<file path="src/rtl/reg_serializer.sv">
// reg_serializer: parallel-to-serial shifter with a valid/ready word input and done pulse
module reg_serializer #(
  parameter int WIDTH = 16,
  parameter bit MSB_FIRST = 1
) (
  input  logic             clk,
  input  logic             reset,
  input  logic             in_valid,
  output logic             in_ready,
  input  logic [WIDTH-1:0] data_in,
  output logic             ser_out,
  output logic             ser_valid,
  output logic             busy,
  output logic             done
);
  localparam int CW = $clog2(WIDTH);
  typedef enum logic [1:0] {IDLE, SHIFT, DONE} state_t;
  state_t state, state_n;
  logic [WIDTH-1:0] sr;
  logic [CW-1:0] cnt;
  logic last;
  assign last = cnt == CW'(WIDTH - 1);
  // state register; reset wins over any pending accept
  always_ff @(posedge clk) state <= reset ? IDLE : state_n;
  // next state and outputs, all outputs forced low while reset is high
  always_comb begin
    state_n = state == IDLE ? (in_valid ? SHIFT : IDLE) :
              state == SHIFT ? (last ? DONE : SHIFT) : IDLE;
    in_ready = !reset && state == IDLE;
    ser_valid = !reset && state == SHIFT;
    ser_out = ser_valid && (MSB_FIRST ? sr[WIDTH-1] : sr[0]);
    busy = !reset && (state == SHIFT || state == DONE);
    done = !reset && state == DONE;
  end
  // shift register and bit counter; counter saturates on the last bit so it never wraps
  always_ff @(posedge clk) begin
    if (reset) begin
      sr <= '0;
      cnt <= '0;
    end else if (state == IDLE && in_valid) begin
      sr <= data_in;
      cnt <= '0;
    end else if (state == SHIFT) begin
      sr <= MSB_FIRST ? {sr[WIDTH-2:0], 1'b0} : {1'b0, sr[WIDTH-1:1]};
      cnt <= last ? cnt : cnt + CW'(1);
    end
  end
endmodule

</file>
<file path="config.mk">
export PLATFORM = sky130hd
export DESIGN_NAME = reg_serializer
export DESIGN_NICKNAME = d
export VERILOG_FILES = /design/src/rtl/reg_serializer.sv
export SDC_FILE = /design/constraint.sdc
export NUM_CORES = 1
export LEC_CHECK = 0
export BUFFER_PORTS_ARGS = -buffer_cell sky130_fd_sc_hd__buf_2
export CORE_UTILIZATION = 25
export DETAILED_ROUTE_END_ITERATION = 8
export GPL_ROUTABILITY_DRIVEN = 1
export PLACE_DENSITY = 0.44
export SYNTH_ARGS = -nofsm -noshare
export SYNTH_HDL_FRONTEND = slang
export SYNTH_SLANG_ARGS = --single-unit
</file>
<file path="constraint.sdc">
create_clock -name clk -period 2.11 [get_ports clk]
set_clock_uncertainty 0.1 [all_clocks]
set_input_delay 0.422 -clock clk [delete_from_list [all_inputs] [get_ports clk]]
set_output_delay 0.422 -clock clk [all_outputs]
set_load 0.01 [all_outputs]
</file>
==> metrics.cfg <==
[critical_path]
critPathKind = flop to primary output
crit_chain = inv_1 > ha_1 > nor2b_1 > and2_1 > buf_2
crit_path_top_delay_cell = dfxtp_1
cp.arrival_ps = 1290
cp_max_fo = 4
cp-end-kind = primary output
required_ps = 1590
startpoint_type = flop
max_stage_delay_ps = 320

[job]
drv_cap = 0

[grt]
grt_pass1_vias = 1001
antenna_found_initial = 0
grt_pass1_wl_microns = 4670
grt_usage_pct = 11.3
grt_start_max_net_pins = 32
overflow = 0

[synth]
synth_area_leaders = dfxtp_1 (34%), a311oi_2 (18%), nand3_1 (7.0%)
yosys_warnings = 0
synth.top_cell.area_share_pct = 34.4
syn_avg_cell_area_sq_um = 9.71
synth_top_cell_by_area = dfxtp_1
postSynthCellCount = 132
synth.ff_latch_count = 22
syn_nets = 157
syn_area_sq_um = 1280
yosysSeqAreaShare_pct = 34.4
ys_types = 29

[clocking]
cts_buffers = 3
root_buffer = clkbuf_8
cts_num_sinks = 22
cts_resized = 0
cts_tree = done
ctsLongestPathBuffers = 2
hold_buffers = 0
clk_pin_slew_ps = 80
cts_htree_levels = 1
clk_latency_ps = 260
cts_setup_buffers = 0

[cells_and_area]
area_growth_syn_to_layout_pct = 12.7
drive_above_1_share_pct = 40.4
diodes = 0
final_cell_mix = buf_2 (23), dfxtp_1 (22), nand3_1 (18)
layout.nets = 178
nFillCells = 542
layout_commonest_cell = buf_2
finalInstanceArea_sq_um = 1440

[timing]
setup-violations-final = 0
layout_min_cycle_time_ps = 1810
worstMarginPinSlew_ps = 510
slew_viol_final = 0
fmax_ghz = 0.552
relSlewSlack_pct = 66.0
hold_viol_final = 0
rsz0062_at_grt = false
fin_setup_tns_ps = 0
finalCritPeriodShare_pct = 85.9

[placement]
place_area_sq_um = 1400
place_congestion = 0.733
dp_hpwl_microns = 1950
port-buffer-count = 23

[power_and_ir_drop]
power_frac_comb_pct = 21.3
p_sw_uw = 274
ir_worst_vdd_uv = 296
power.total_uw = 931
p_per_area_nw_per_um2 = 645
pwr-share-clk_pct = 28.2
leakagePower_nw = 0.523
switching_share_pct = 29.4
seqPwrFrac_pct = 50.6
internal-power_uw = 657

[routing]
vias = 1002
viasPerCell = 4.60
firstDrtPassIters = 4
ant_nets = 0
wl_microns = 2770
drtIter0Drc = 64
drc = 0
routedWlPerCell_microns = 12.7

[die]
io_pins = 24
coreArea_sq_um = 4820
rows = 25
die_x_microns = 73.6
initial_core_util_pct = 26.6
die-area_sq_um = 5420
chipHeight_microns = 73.6

[outcome]
outcome = finished, final reports clean

[worst_hold_path]
hold_path.class = primary input to flop

==> layer usage <==
layer | part of all wire, % | vias to the layer above | global-route usage, % | routed length, microns
met5 | 0 | - | 0 | 0
met4 | 0.90 | 0 | 3.21 | 25
met3 | 4.5 | 2 | 3.29 | 125
met2 | 46 | 21 | 18.3 | 1260
met1 | 49 | 470 | 14.6 | 1360
li1 | - | 509 | - | -
==> registers in the layout, summed over array words and instances (netlist names) <==
signal  count
sr         16
cnt         4
state       2
==> cell type report <==
| type | instances | area [sq um] | area share, % |
|---|---|---|---|
| Inverter | 4 | 15.0 | 1.04 |
| Multi-Input combinational cell | 96 | 726 | 50.3 |
| Tap cell | 67 | 83.8 | 5.81 |
| Sequential cell | 22 | 440 | 30.5 |
| Clock buffer | 3 | 41.3 | 2.86 |
| Timing Repair Buffer | 26 | 138 | 9.53 |
==> through the flow <==
step           instances  worst slack (ps)  hold slack, ps  utilization, %
5_1_grt              218               166             322            30.0
2_1_floorplan        132               604             344               -
6_report             218               297             327            30.0
3_3_place_gp         215               458             371            29.1
3_5_place_dp         215               394             372            29.1
4_1_cts              218               246             329            30.0
==> Yosys cell counts <==
library cell	instances
nor2_4	4
buf_2	3
nand4_1	2
nor3_1	3
clkbuf_4	1
nand3_1	18
or3_1	2
nand2_1	17
nor3b_1	1
nor2_2	10
nand2_4	1
nand2b_1	1
o21ai_1	1
o21ai_0	1
buf_1	1
dfxtp_1	22
nor2b_1	4
ha_1	6
buf_6	3
a211oi_1	1
a311oi_2	15
a21oi_1	5
and3_1	1
and2_1	1
a21o_4	1
inv_1	3
inv_2	1
buf_12	2
nor2_1	1
==> worst paths after layout <==
check,slack [ps],from,endpoint,cells past startpoint
max,300,state[1],ser_out,5
max reg2reg,380,state[1],sr[3],5
min reg2reg,380,sr[0],sr[0],2
min,330,data_in[0],sr[0],3
==> logic make-up after synthesis <==
| logic type | synth area share (%) |
|---|---|
| simple gates | 28.7 |
| compound gates | 22.1 |
| flops | 34.4 |
| buf+inv | 8.98 |
| fa+ha+maj | 5.86 |
==> worst max-delay path, delay by kind of cell, from the launching register on <==
kind | cells | cell delay (ps)
buffers and inverters | 2 | 230
adder cells (fa/ha/maj) | 1 | 150
AND/OR/NAND/NOR | 2 | 330
flip-flops | 1 | 320
==> power by group through the flow <==
stage	sequential (mW)	clock [mW]	combinational [mW]
floorplan	0.476	0	0.177
global placement	0.481	0	0.194
detailed placement	0.480	0	0.200
CTS	0.471	0.273	0.201
global route	0.476	0.292	0.219
finish	0.471	0.262	0.198
(Power assumes the default switching activity.)
